<file path="src/rtl/init_done_sequencer.sv">
// Staged fabric-reset release: filters NUM_CH async init-done flags, then
// releases one reset output per STAGE_DELAY cycles, with timeout and loss recovery.

module init_done_filter #(
    parameter int SYNC_STAGES   = 2,
    parameter int FILTER_CYCLES = 16
) (
    input  logic clk_i,
    input  logic rst_ni,
    input  logic async_i,
    output logic done_o
);
    localparam int FW = $clog2(FILTER_CYCLES + 1);
    localparam logic [FW-1:0] FMAX = FW'(FILTER_CYCLES);

    logic [SYNC_STAGES-1:0] sync_q, sync_d;
    logic [FW-1:0]          flt_q, flt_d;
    logic                   done_q, done_d;

    // done is computed from the next counter value so it falls on the same
    // edge that the counter clears on the first synchronised low
    always_comb begin
        sync_d = {sync_q[SYNC_STAGES-2:0], async_i};
        flt_d  = flt_q;
        if (!sync_q[SYNC_STAGES-1]) begin
            flt_d = '0;
        end else if (flt_q != FMAX) begin
            flt_d = flt_q + FW'(1);
        end
        done_d = (flt_d == FMAX);
    end

    always_ff @(posedge clk_i or negedge rst_ni) begin
        if (!rst_ni) begin
            sync_q <= '0;
            flt_q  <= '0;
            done_q <= 1'b0;
        end else begin
            sync_q <= sync_d;
            flt_q  <= flt_d;
            done_q <= done_d;
        end
    end

    assign done_o = done_q;
endmodule

module init_done_sequencer #(
    parameter int NUM_CH         = 4,
    parameter int SYNC_STAGES    = 2,
    parameter int FILTER_CYCLES  = 16,
    parameter int STAGE_DELAY    = 256,
    parameter int TIMEOUT_CYCLES = 1048576,
    parameter int TIMEOUT_EN     = 1
) (
    input  logic              CLK,
    input  logic              RESETN,
    input  logic [NUM_CH-1:0] INIT_DONE_IN,
    input  logic [NUM_CH-1:0] CH_MASK,
    input  logic              RESTART,
    output logic [NUM_CH-1:0] RESET_N_OUT,
    output logic              ALL_DONE,
    output logic              TIMEOUT,
    output logic [NUM_CH-1:0] TIMEOUT_CH,
    output logic [2:0]        STATE
);
    localparam int TW = $clog2(TIMEOUT_CYCLES);
    localparam int GW = (STAGE_DELAY > 1) ? $clog2(STAGE_DELAY) : 1;
    localparam int IW = (NUM_CH > 1) ? $clog2(NUM_CH) : 1;
    localparam logic [TW-1:0] TLAST = TW'(TIMEOUT_CYCLES - 1);
    localparam logic [GW-1:0] GLAST = GW'(STAGE_DELAY - 1);
    localparam logic [IW-1:0] ILAST = IW'(NUM_CH - 1);

    typedef enum logic [2:0] {
        S_IDLE  = 3'd0,
        S_WAIT  = 3'd1,
        S_REL   = 3'd2,
        S_RUN   = 3'd3,
        S_TOERR = 3'd4
    } state_e;

    state_e            state_q, state_d;
    logic [TW-1:0]     timer_q, timer_d;
    logic [GW-1:0]     gap_q, gap_d;
    logic [IW-1:0]     idx_q, idx_d;
    logic [NUM_CH-1:0] rst_q, rst_d;
    logic [NUM_CH-1:0] toch_q, toch_d;
    logic              ad_q, ad_d;
    logic [NUM_CH-1:0] done;
    logic              ok;
    logic              restart_hit;

    init_done_filter #(
        .SYNC_STAGES  (SYNC_STAGES),
        .FILTER_CYCLES(FILTER_CYCLES)
    ) u_flt [NUM_CH-1:0] (
        .clk_i  (CLK),
        .rst_ni (RESETN),
        .async_i(INIT_DONE_IN),
        .done_o (done)
    );

    assign ok          = &(done | CH_MASK);
    assign restart_hit = RESTART && (state_q != S_IDLE);

    always_ff @(posedge CLK or negedge RESETN) begin
        if (!RESETN) begin
            state_q <= S_IDLE;
            timer_q <= '0;
            gap_q   <= '0;
            idx_q   <= '0;
            rst_q   <= '0;
            toch_q  <= '0;
            ad_q    <= 1'b0;
        end else begin
            state_q <= state_d;
            timer_q <= timer_d;
            gap_q   <= gap_d;
            idx_q   <= idx_d;
            rst_q   <= rst_d;
            toch_q  <= toch_d;
            ad_q    <= ad_d;
        end
    end

    // RESTART overrides everything; in WAIT a coincident ok beats the timeout
    always_comb begin
        state_d = state_q;
        unique case (state_q)
            S_IDLE:  state_d = S_WAIT;
            S_WAIT: begin
                if (ok) begin
                    state_d = S_REL;
                end else if ((TIMEOUT_EN != 0) && (timer_q == TLAST)) begin
                    state_d = S_TOERR;
                end
            end
            S_REL: begin
                if (!ok) begin
                    state_d = S_WAIT;
                end else if ((gap_q == GLAST) && (idx_q == ILAST)) begin
                    state_d = S_RUN;
                end
            end
            S_RUN:   if (!ok) state_d = S_WAIT;
            S_TOERR: state_d = S_TOERR;
            default: state_d = S_IDLE;
        endcase
        if (restart_hit) begin
            state_d = S_WAIT;
        end
    end

    // Datapath follows the chosen next state, so loss and restart clear the
    // resets on the same edge the FSM leaves RELEASE/RUN
    always_comb begin
        timer_d = timer_q;
        gap_d   = gap_q;
        idx_d   = idx_q;
        rst_d   = rst_q;
        toch_d  = toch_q;
        unique case (state_d)
            S_WAIT: begin
                rst_d  = '0;
                gap_d  = '0;
                idx_d  = '0;
                toch_d = '0;
                if ((state_q != S_WAIT) || restart_hit) begin
                    timer_d = '0;
                end else if (timer_q != TLAST) begin
                    timer_d = timer_q + TW'(1);
                end
            end
            S_REL: begin
                if (state_q != S_REL) begin
                    gap_d = '0;
                    idx_d = '0;
                    rst_d = '0;
                end else if (gap_q == GLAST) begin
                    rst_d[idx_q] = 1'b1;
                    idx_d        = idx_q + IW'(1);
                    gap_d        = '0;
                end else begin
                    gap_d = gap_q + GW'(1);
                end
            end
            S_RUN: begin
                rst_d = '1;
                gap_d = '0;
                idx_d = '0;
            end
            S_TOERR: begin
                rst_d = '0;
                if (state_q == S_WAIT) begin
                    toch_d = ~done & ~CH_MASK;
                end
            end
            default: begin
                timer_d = '0;
                gap_d   = '0;
                idx_d   = '0;
                rst_d   = '0;
                toch_d  = '0;
            end
        endcase
    end

    assign ad_d = (state_q == S_RUN) && (state_d == S_RUN);

    always_comb begin
        RESET_N_OUT = rst_q;
        ALL_DONE    = ad_q;
        TIMEOUT     = (state_q == S_TOERR);
        TIMEOUT_CH  = toch_q;
        STATE       = state_q;
    end
endmodule
</file>
<file path="config.mk">
export PLATFORM = sky130hd
export DESIGN_NAME = init_done_sequencer
export DESIGN_NICKNAME = d
export VERILOG_FILES = /design/src/rtl/init_done_sequencer.sv
export SDC_FILE = /design/constraint.sdc
export NUM_CORES = 1
export LEC_CHECK = 0
export BUFFER_PORTS_ARGS = -buffer_cell sky130_fd_sc_hd__buf_2
export CORE_ASPECT_RATIO = 1.75
export CORE_MARGIN = 2
export CORE_UTILIZATION = 25
export CTS_CLUSTER_SIZE = 12
export DETAILED_ROUTE_END_ITERATION = 8
export GPL_TIMING_DRIVEN = 0
export PLACE_DENSITY = 0.43
export SLEW_MARGIN = 10
export SYNTH_ARGS = -nofsm -noshare
export SYNTH_HDL_FRONTEND = slang
export SYNTH_SLANG_ARGS = --single-unit
</file>
<file path="constraint.sdc">
create_clock -name CLK -period 2.6 [get_ports CLK]
set_input_delay 0.26 -clock CLK [delete_from_list [all_inputs] [get_ports CLK]]
set_output_delay 0.26 -clock CLK [all_outputs]
set_load 0.1 [all_outputs]
</file>
# [After elaboration in Yosys (flattened, before gate mapping)]
# Cells that the tools add are included.
[classes] n_shift=0 n_eq_ne=25 n_reduce_logical=13 n_mux=31 bitwise=8 div_mod_pow=0 n_addsub=7 order_cmp=2 mul=0
[op_table] op="$mux 20" count=2
[op_table] op="$mux 5" count=8
[op_table] op="$pmux 20 s2" count=1
[op_table] op="$add 20x1->20 const B" count=1
[op_table] op="$add 5x1->5 const B" count=4
[op_table] op="$eq 20x20->1 const B" count=1
[op_table] op="$eq 5x5->1 const B" count=4
[op_table] op="$ne 20x20->1 const B" count=1
[op_table] op="$ne 5x5->1 const B" count=4
[op_table] op="$mux 3" count=6
[op_table] op="$mux 8" count=2
[op_table] op="$pmux 4 s2" count=2
[op_table] op="$pmux 8 s2" count=1
[op_table] op="$pmux 3 s5" count=1
[op_table] op="$eq 3x2->1 const B" count=4
[op_table] op="$mux 4" count=3
[op_table] op="$add 8x1->8 const B" count=1
[op_table] op="$eq 8x8->1 const B" count=1
[op_table] op="$not 4->4" count=2
[op_table] op="$or 4x4->4" count=2
[op_table] op="$eq 3x1->1 const B" count=2
[op_table] op="$eq 3x3->1 const B" count=2
[op_table] op="$ne 3x3->1 const B" count=2
[op_table] op="$reduce_and 2->1" count=3
[op_table] op="20 further kinds" count=26
[totals] romBits=0 wordCells=105 input_bits=11 memories=0 ram_bits=0 out_inout_bits=13 latchBits=0 register_bits=74

# [Depth between registers and ports, before layout]
# Gate-level depths: netlist of the first run.
[depth] ltp_word=10 depth_mapped=8 mapped_depth_nobuf=7

# [Cells and area by module]
# From an unflattened synthesis of the first run, not the netlist that was laid out.
[hier_totals] hier_cells=366 hier_area_um2=3812.4
[by_module_without_submodules] module="init_done_sequencer" instances=1 area_per_inst_um2=2323.5 cells_each=247 seq_area_each_um2=1051.0
[by_module_without_submodules] module="init_done_filter at u_flt[1] ..." instances=3 area_per_inst_um2=374.1 cells_each=30 seq_area_each_um2=200.2
[by_module_without_submodules] module="init_done_filter at u_flt[0]" instances=1 area_per_inst_um2=366.6 cells_each=29 seq_area_each_um2=200.2

# [Least setup slack after synthesis of the first run]
# Ideal clock, no wire load.
[synth_timing] path_type="reg-to-reg" startpoint="register state_q[0] (netlist: STATE[0])" endpoint="register timer_q[5]" synth_period_minus_slack_ns=2.559 t_arrival_ns=2.448 required_time_ns=2.490 path_stages_with_launch=7 setup_time_ns=0.110 path_slack_ns=0.041 path_buffers=2 cell_sequence="dfrtp_1 buf_2 nor4b_1 a32o_2 buf_4 o21ai_0 o41ai_1"
[synth_via] elab_chain_len=8 word_cells_on_any_way=26 cone_classes="eq/ne (10); mux (9); bitwise (1); reduce/logical (6)"
[synth_lines] element="start: declaration" line="82" text="state_e state_q, state_d;"
[synth_lines] element="start signal: assignment" line="116" text="state_q <= state_d;"
[synth_lines] element="$mux 3 (on tied branches)" line="141, 134"
[synth_lines] element="$mux 3 (on tied branches)" line="139, 132"
[synth_lines] element="$pmux 3 s5" line="129" text="unique case (state_q)"
[synth_lines] element="$mux 3" line="149" text="if (restart_hit) begin"
[synth_lines] element="$eq 3x2->1 / $eq 3x3->1 (equally long branches)" line="162" text="unique case (state_d)"
[synth_lines] element="$reduce_or 3->1 (no line)"
[synth_lines] element="$not 1->1 (no line)"
[synth_lines] element="$reduce_and 2->1 (no line)"
[synth_lines] element="end signal: assignment" line="117" text="timer_q <= timer_d;"
[synth_lines] element="end: declaration" line="83" text="logic [TW-1:0] timer_q, timer_d;"
# Parallel ways exist; a longest one is shown, timed or not.
# A chain may end at the register's enable or synchronous reset.

# [Worst setup path after layout of the first run]
[layout_timing] startpoint="register timer_q[0]" endpoint="register timer_q[5]"
[layout_via] elab_chain_len=9 word_cells_on_any_way=18 cone_classes="add/sub (1); eq/ne (7); mux (7); bitwise (1); reduce/logical (2)"
[layout_lines] element="$eq 20x20->1" line="134" text="end else if ((TIMEOUT_EN != 0) && (timer_q == TLAST)) begin"
[layout_lines] element="$mux 3" line="134"
[layout_lines] element="$mux 3" line="132" text="if (ok) begin"
[layout_lines] element="$pmux 3 s5" line="129"
[layout_lines] element="$mux 3" line="149"
[layout_lines] element="$eq 3x2->1 / $eq 3x3->1 (equally long branches)" line="162"
[layout_lines] element="$reduce_or 3->1 (no line)"
[layout_lines] element="$not 1->1 (no line)"
[layout_lines] element="$reduce_and 2->1 (no line)"
# Parallel ways exist; a longest one is shown, timed or not. The select of a mux whose other input is x is not followed.

==> flow_summary.toml, run 1 <==
[outcome]
outcome = "finished clean"

[place]
placed_area_sq_um = 4070
gp_congestion = 0.820
portBuffers = 22
dp_slack_ns = 0.307
dp_hpwl_um = 6290

[power_and_ir_drop]
p_leak_uw = 0.00197
power-per-cell-area_nw_per_um2 = 610
irDropWorstVdd_uv = 402
p_total_uw = 2670

[yosys]
synth_xor_area_share_pct = 2.37
synth-main-ff-cell = "dfrtp_1"
netlist_area_sq_um = 3690
synth.area.mux_share_pct = 0.305
synth_top_family_by_area = "simple AND/OR/NAND/NOR gates"
synth_compound_area_share_pct = 17.6
yosys_warnings = 0
yosys.area_share.simple_pct = 21.0
ys_types = 52
ys_seq_area_share_pct = 50.1
ys_async_sr_fraction_pct = 100
avgSynthCellArea_sq_um = 10.3
synthesis.nets = 384
synth_fa_ha_area_share_pct = 4.74
synth_cells = 359
ys_ff_latch = 74
synth_edf_count = 0

[sta]
setup_tns_ns = 0
slew_headroom_pct = 46.1
max_freq_ghz = 0.432
clock_skew_ns = 0.00619
worst_pin_slew_ns = 0.798
hold_viol_final = 0
finalCritPeriodShare_pct = 89.0
fin_crit_ns = 2.31
rsz0062_at_grt = "false"
fin_ws_ns = 0.286
drv_slew = 0
setup_viol = 0

[floorplan]
io-pin-count = 24
start_util_pct = 25.6
die_x_um = 95.9
die-area_sq_um = 15800
row_count = 58
core_area_sq_um = 14400
die_h_um = 165

[global_route]
grt_pass1_vias = 2931
antenna_found_initial = 0
grt_pass1_wl_um = 14400
use_met3_pct = 2.24
grt_max_degree = 45
top_usage_layer = "met2"
grtUsageTotal_pct = 11.8
gr-total-overflow = 0
grtUsageMet1_pct = 12.8
met2_usage_pct = 21.1

[clock_network]
htreeDepth = 3
root_buffer = "clkbuf_16"
tritoncts = "built"
cts.clk_slew.worst_paths_ns = 0.06
cts_buffer_depth = 2
numCtsBuffers = 9
clk_latency_ns = 0.33
clock-sinks = 74

[final_layout]
final_cell_mix = "dfrtp_1 (74), o21ai_0 (27), buf_2 (22)"
layout-drive-gt1-share_pct = 14.8
final_common_cell = "dfrtp_1"
fin_util_pct = 30.3
n_antenna_cell = 0
design_area_sq_um = 4380
n_fill_cell = 1472
ff_latch_area_sq_um = 1850
area_growth_pct = 18.6
fin_nets = 419
multi_input_area_sq_um = 1710

[detailed_routing]
via_count = 2781
postRouteAntennaNets = 0
avgRoutedWirePerCell_um = 14.7
drc_errors = 0
wl_um = 8490
drtIter0Drc = 91
routed_via_density = 4.80
first_pass_iters = 4

[worst_setup_path]
r2r_start = "timer_q[0]"
reg2reg_depth = 8
crit_slowest_cell = "nor4_4"
critical_path.max_fanout = 10
worst_path_largest_cell_delay_ns = 0.41
crit_required_ns = 2.82
r2r_slack_ns = 0.29
setup.worst_path.start = "timer_q[0]"
cp.arrival_ns = 2.53
endpoint = "timer_q[5]"
cp-start-kind = "register"
r2r-end = "timer_q[5]"
crit_top_cell = "buf_4"
critPathKind = "reg2reg"
path_cells = "ha_1, nand3_1, nor4_4, buf_4, a32o_2, buf_4, o21ai_0, o41ai_1"
end_kind = "register"

[worst_hold_path]
hold_path_class = "in2reg"

[run]
max_cap_viol_count = 0
-- layout make-up --
type                       instances  area share, %
inverter                          14           1.20
clock buffer                      11           5.77
sequential                        74           42.3
tap                              180           5.14
buffer                            13           2.03
multi-input combinational        258           39.0
timing repair buffer              24           3.43
clock inverter                     5           1.20
-- Yosys cell counts, types with 2 or more instances --
library cell | number | area share (%)
nand2b_1 | 9 | 1.5
o41ai_1 | 3 | 0.71
xnor2_1 | 4 | 0.95
o21ai_0 | 27 | 3.7
ha_1 | 14 | 4.7
and4_1 | 2 | 0.47
nor4_1 | 4 | 0.68
and3_1 | 10 | 1.7
nor2_1 | 21 | 2.1
buf_4 | 4 | 0.81
a21o_1 | 2 | 0.41
inv_1 | 14 | 1.4
nand3_1 | 19 | 2.6
o21ai_1 | 5 | 0.68
a31oi_1 | 10 | 1.7
dfrtp_1 | 74 | 50
o22a_1 | 2 | 0.47
nor3_1 | 6 | 0.81
buf_6 | 3 | 0.91
a22o_1 | 7 | 1.7
nor4bb_1 | 3 | 0.81
o21a_1 | 9 | 1.8
a21oi_1 | 16 | 2.2
nor2b_1 | 5 | 0.85
nor4b_1 | 3 | 0.71
nand3b_1 | 8 | 1.6
or3_1 | 5 | 0.85
nand4_1 | 4 | 0.68
o31ai_1 | 4 | 0.81
a21boi_0 | 4 | 0.81
clkbuf_1 | 4 | 0.41
a41oi_1 | 2 | 0.47
xor2_1 | 6 | 1.4
o22ai_1 | 2 | 0.34
nand2_1 | 20 | 2.0
and2_1 | 8 | 1.4
-- power by group --
group,switching [uW],internal (uW)
clock network,472,790
logic,104,69.0
registers,45.9,1190
-- how the worst min path moves through the flow --
stage,slack (ns),cells past startpoint,endpoint,from
after global placement,0.33,0,u_flt[2].sync_q[1],u_flt[2].sync_q[0]
final,0.03,1,u_flt[1].sync_q[0],INIT_DONE_IN[1]
after detailed placement,0.24,1,u_flt[2].sync_q[0],RESETN
after global routing,0.02,1,u_flt[2].sync_q[0],INIT_DONE_IN[2]
after CTS,0.02,1,u_flt[1].sync_q[0],INIT_DONE_IN[1]
after floorplan,-0.04,0,ALL_DONE,RESETN
-- logic make-up after synthesis --
logic type / count (synthesis)
DFF: 74
muxes: 1
buffers and inverters: 27
and+or+nand+nor: 134
adders and majority gates: 14
xor gates and xnor gates: 10
AOI/OAI and AO/OA: 99
-- worst max-delay path, delay by kind of cell (launching register included) --
family                     cells  cell delay, ns
AOI/OAI and AO/OA              3            0.46
DFF                            1            0.39
and+or+nand+nor                2            0.68
adders and majority gates      1            0.22
buffers and inverters          2            0.46
-- per-stage QoR --
| stage | instances | hold slack (ns) |
|---|---|---|
| 2_1_floorplan | 359 | -0.0356 |
| 3_3_place_gp | 561 | 0.332 |
| 3_5_place_dp | 562 | 0.237 |
| 4_1_cts | 579 | 0.0168 |
| 5_1_grt | 579 | 0.0179 |
| 6_report | 579 | 0.0310 |
-- per-layer routing --
metal  vias up  share of wire [%]
met5         -                  0
met4         0                4.2
met3        20                2.3
met2        43                 54
met1      1347                 40
li1       1371                  -
-- flip-flops by register name, indices dropped and copies added, names as in the netlist --
signal        flops
STATE             3
u_flt.done_o      4
ALL_DONE          1
u_flt.flt_q      20
gap_q             8
TIMEOUT_CH        4
RESET_N_OUT       4
idx_q             2
u_flt.sync_q      8
timer_q          20
-- timing repair --
action                                 in CTS  in global routing
hold buffers                                1                  0
endpoints found under the hold margin      30                  0
gates resized for setup                     0                  0
setup buffers                               0                  0
Note: power is estimated with default switching activity, not from simulation.
==> inputs of run 2 (changes only) <==
GPL_TIMING_DRIVEN = 1   (was 0)
==> flow_summary.toml, run 2 (same netlist as run 1, synthesis figures left out) <==
[outcome]
outcome = "finished clean"

[detailed_routing]
drtIter0Drc = 116
drc_errors = 0
first_pass_iters = 4
routed_via_density = 4.89
wl_um = 8420
postRouteAntennaNets = 0
avgRoutedWirePerCell_um = 14.7
via_count = 2801

[worst_setup_path]
critPathKind = "reg2reg"
end_kind = "register"
cp-start-kind = "register"
cp.arrival_ns = 2.37
path_cells = "or4b_1, a21oi_4, a21boi_4, nand2_1, o31ai_1"
crit_required_ns = 2.83
worst_path_largest_cell_delay_ns = 0.63
crit_slowest_cell = "or4b_1"
critical_path.max_fanout = 13

[final_layout]
final_common_cell = "dfrtp_1"
n_fill_cell = 1477
layout-drive-gt1-share_pct = 14.2
n_antenna_cell = 0
multi_input_area_sq_um = 1700
area_growth_pct = 17.4
fin_nets = 413
top_regs = "timer_q (20), u_flt.flt_q (20)"
instances_no_fill = 573
fin_util_pct = 30.0
final_cell_mix = "dfrtp_1 (74), o21ai_0 (27), buf_2 (22)"
ff_latch_area_sq_um = 1850

[global_route]
antenna_found_initial = 0
grt_pass1_vias = 2887
gr-total-overflow = 0
grt_pass1_wl_um = 14200
grtUsageTotal_pct = 11.8
grt_max_degree = 46

[floorplan]
row_count = 58
die_h_um = 165
core_area_sq_um = 14400
die-area_sq_um = 15800
start_util_pct = 25.6
die_x_um = 95.9
io-pin-count = 24

[place]
dp.cells = 556
portBuffers = 23
dp_slack_ns = 0.471
gp_congestion = 0.799
dp_hpwl_um = 6390

[clock_network]
root_buffer = "clkbuf_16"
clk_latency_ns = 0.33
tritoncts = "built"
numCtsBuffers = 9
cts.clk_slew.worst_paths_ns = 0.06
cts_buffer_depth = 2
htreeDepth = 3
post_cts_buffers = 0
clock-sinks = 74

[sta]
fin_crit_ns = 2.14
setup_tns_ns = 0
clock_skew_ns = 0.00747
rsz0062_at_grt = "false"
fin_ws_ns = 0.459
drv_slew = 0
hold_viol_final = 0
slew_headroom_pct = 48.4
max_freq_ghz = 0.467
finalCritPeriodShare_pct = 82.3
setup_viol = 0
worst_pin_slew_ns = 0.766

[run]
max_cap_viol_count = 0

[worst_hold_path]
hold_path_class = "in2reg"

[power_and_ir_drop]
irDropWorstVdd_uv = 289
p_leak_uw = 0.00195
power-per-cell-area_nw_per_um2 = 634
==> run 2: through the flow <==
step                total power [uW]  cell area [sq um]  hold WS, ns
floorplan                       1360               3690      -0.0356
global placement                1430               4000        0.301
detailed placement              1430               4000        0.303
CTS                             2800               4340       0.0184
global route                    2870               4340       0.0189
finish                          2750               4340       0.0336
==> run 2: path summary, 6_finish.rpt <==
kind,slack [ns],start,depth (start not counted),to
max in group asynchronous,1.48,RESETN,3,timer_q[16]
setup / recovery,0.46,STATE[2],5,timer_q[19]
hold / removal,0.03,INIT_DONE_IN[0],1,u_flt[0].sync_q[0]
setup reg to reg,0.46,STATE[2],5,timer_q[19]
hold reg to reg,0.35,u_flt[2].sync_q[0],0,u_flt[2].sync_q[1]
min in group asynchronous,0.46,RESETN,2,u_flt[2].sync_q[0]
==> run 2: area by class of cell <==
class | instances | area share, %
flip-flops and latches | 74 | 42.7
clock inverters | 6 | 2.05
well taps | 180 | 5.19
inverters | 14 | 1.21
multi-input cells | 258 | 39.2
clock buffers | 10 | 5.51
repair buffers | 31 | 4.15
==> run 2: metal layers <==
metal | global-route usage (%) | wire length [um]
met1 | 12.8 | 3330
met2 | 21.3 | 4750
met3 | 2.37 | 186
met4 | 5.52 | 151
met5 | 0 | 0
==> run 2: repair_timing <==
action,4_1_cts,5_1_grt
hold buffers,1,0
hold endpoints to repair,43,0
resized for setup,0,0
==> run 2: worst max-delay path, delay by kind of cell (launching register included) <==
family	cells	cell delay [ns]
flip-flops	1	0.47
AO/OA/AOI/OAI	3	0.80
AND/OR/NAND/NOR	2	0.79
==> run 2: power breakdown <==
part	internal (uW)	leakage, uW	switching, uW
sequential	1190	0.000997	45.4
combinational	64.2	0.000793	104
clock	867	0.000155	476
total	2120	0.00195	626
==> inputs of run 3 (changes only) <==
ABC_AREA = 1   (was default)
clock period = 2 ns   (was 2.6 ns; I/O delays follow)
==> flow_summary.toml, run 3 <==
[detailed_routing]
wl_um = 8650
avgRoutedWirePerCell_um = 11.8
postRouteAntennaNets = 0
routed_via_density = 4.32
via_count = 3178
first_pass_iters = 4
drtIter0Drc = 121
wirelength_met1_um = 3450
met2_wirelength_um = 4880
dr_wl_met3_um = 155
top_layer = "met4"
drc_errors = 0

[worst_setup_path]
end_kind = "register"
cp.arrival_ns = 2.10
crit_required_ns = 2.27
worst_path_largest_cell_delay_ns = 0.38
crit_slowest_cell = "dfrtp_1"
path_cells = "ha_1, nand3_2, nor2_4, nand3_1, nand2_1, nand4_2, nor2_4, nand4_1, nand2_1"
cp-start-kind = "register"
critical_path.max_fanout = 7
critPathKind = "reg2reg"

[sta]
setup_viol = 0
slew_headroom_pct = 66.8
drv_slew = 0
setup_tns_ns = 0
finalCritPeriodShare_pct = 91.3
clock_skew_ns = 0.00867
hold_slack_ns = 0.174
hold_viol_final = 0
worst_pin_slew_ns = 0.502
max_freq_ghz = 0.547
rsz0062_at_grt = "false"
fin_crit_ns = 1.83

[yosys]
synthesis.nets = 520
synth_edf_count = 0
synthTopCellsByCount = "nand2_1 (154), inv_1 (84), dfrtp_1 (74)"
avgSynthCellArea_sq_um = 7.90
ys_types = 27
synthTopCellsByArea = "dfrtp_1 (47%), nand2_1 (15%), inv_1 (8.1%)"
yosys_warnings = 0
ys_ff_latch = 74
ys_seq_area_share_pct = 47.4
netlist_area_sq_um = 3910
synth_cells = 495
synth-main-ff-cell = "dfrtp_1"
yosysMostFrequentCell = "nand2_1"
ys_async_sr_fraction_pct = 100
yosysTopAreaCellShare_pct = 47.4
synth_top_cell_by_area = "dfrtp_1"

[place]
placed_area_sq_um = 4360
dp.cells = 713
portBuffers = 23
gp_congestion = 0.785
dp_hpwl_um = 6550

[power_and_ir_drop]
p_leak_uw = 0.00257
irDropWorstVdd_uv = 462
power-per-cell-area_nw_per_um2 = 760

[clock_network]
cts_buffer_depth = 2
clock-sinks = 74
numCtsBuffers = 9
tritoncts = "built"
cts.clk_slew.worst_paths_ns = 0.06
clk_latency_ns = 0.33
root_buffer = "clkbuf_16"
htreeDepth = 3

[floorplan]
die-area_sq_um = 16700
row_count = 60
start_util_pct = 25.5
io-pin-count = 24
die_h_um = 169
die_x_um = 98.5
core_area_sq_um = 15300

[global_route]
antenna_found_initial = 0
gr-total-overflow = 0
grt_pass1_wl_um = 14800
grtUsageTotal_pct = 11.0
grt_max_degree = 37
grt_pass1_vias = 3209

[final_layout]
top_regs = "timer_q (20), u_flt.flt_q (20)"
fin_util_pct = 31.1
fin_nets = 569
final_cell_mix = "nand2_1 (152), inv_1 (83), dfrtp_1 (71)"
multi_input_area_sq_um = 1730
instances_no_fill = 735
area_growth_pct = 21.7
design_area_sq_um = 4760
final_common_cell = "nand2_1"
ff_latch_area_sq_um = 1860
layout-drive-gt1-share_pct = 14.4
n_antenna_cell = 0
n_fill_cell = 1631

[worst_hold_path]
hold_path_class = "in2reg"

[run]
max_cap_viol_count = 0

[outcome]
outcome = "finished clean"
## run 3: kinds of logic after synthesis
| family | Yosys count | synth area share [%] |
|---|---|---|
| DFF | 74 | 47.4 |
| AOI/OAI and AO/OA | 30 | 3.87 |
| buffers and inverters | 91 | 9.35 |
| and+or+nand+nor | 257 | 28.4 |
| xor gates and xnor gates | 29 | 6.50 |
| adders and majority gates | 14 | 4.48 |
## run 3: power breakdown
group          switching (uW)  internal [uW]
Sequential               37.1           1540
Combinational             165           82.9
Clock                     685           1110
## run 3: repair_timing
item	CTS	global route
endpoints found under the setup margin	0	17
endpoints found under the hold margin	37	0
buffers inserted	0	1
gates resized for setup	0	6
hold buffers	5	0
## run 3: final cells by class
cell class,instances,area share (%)
clock buffers,9,4.73
clock inverters,7,2.13
inverters,86,6.84
multi-input cells,330,36.4
flip-flops and latches,74,39.2
well taps,186,4.89
repair buffers,43,5.89
## run 3: path summary, 6_finish.rpt
path                                    start            endpoint  slack, ns  cells after the start
setup / recovery                   timer_q[1]            idx_q[0]       0.17                      9
hold / removal                     CH_MASK[0]       TIMEOUT_CH[0]       0.17                      4
setup reg to reg                   timer_q[1]            idx_q[0]       0.17                      9
hold reg to reg            u_flt[1].sync_q[0]  u_flt[1].sync_q[1]       0.35                      0
max in group asynchronous              RESETN       TIMEOUT_CH[1]       0.95                      3
min in group asynchronous              RESETN   u_flt[1].flt_q[2]       0.37                      2
## run 3: worst max-delay path, delay by kind of cell (launching register included)
family	cells	cell delay (ns)
flops	1	0.38
fa+ha+maj	1	0.21
simple gates	8	1.17
## run 3: per-layer routing
layer,global-route usage [%],vias to the layer above
li1,-,1619
met1,11.4,1518
met2,21.4,31
met3,1.61,10
met4,4.88,0
met5,0,-
## run 3: through the flow
stage          setup slack (ns)  total power (uW)
2_1_floorplan           -0.0222              1750
3_5_place_dp             0.0775              1850
6_report                  0.173              3620
5_1_grt                 0.00957              3790
4_1_cts                  0.0545              3690
3_3_place_gp              0.113              1850
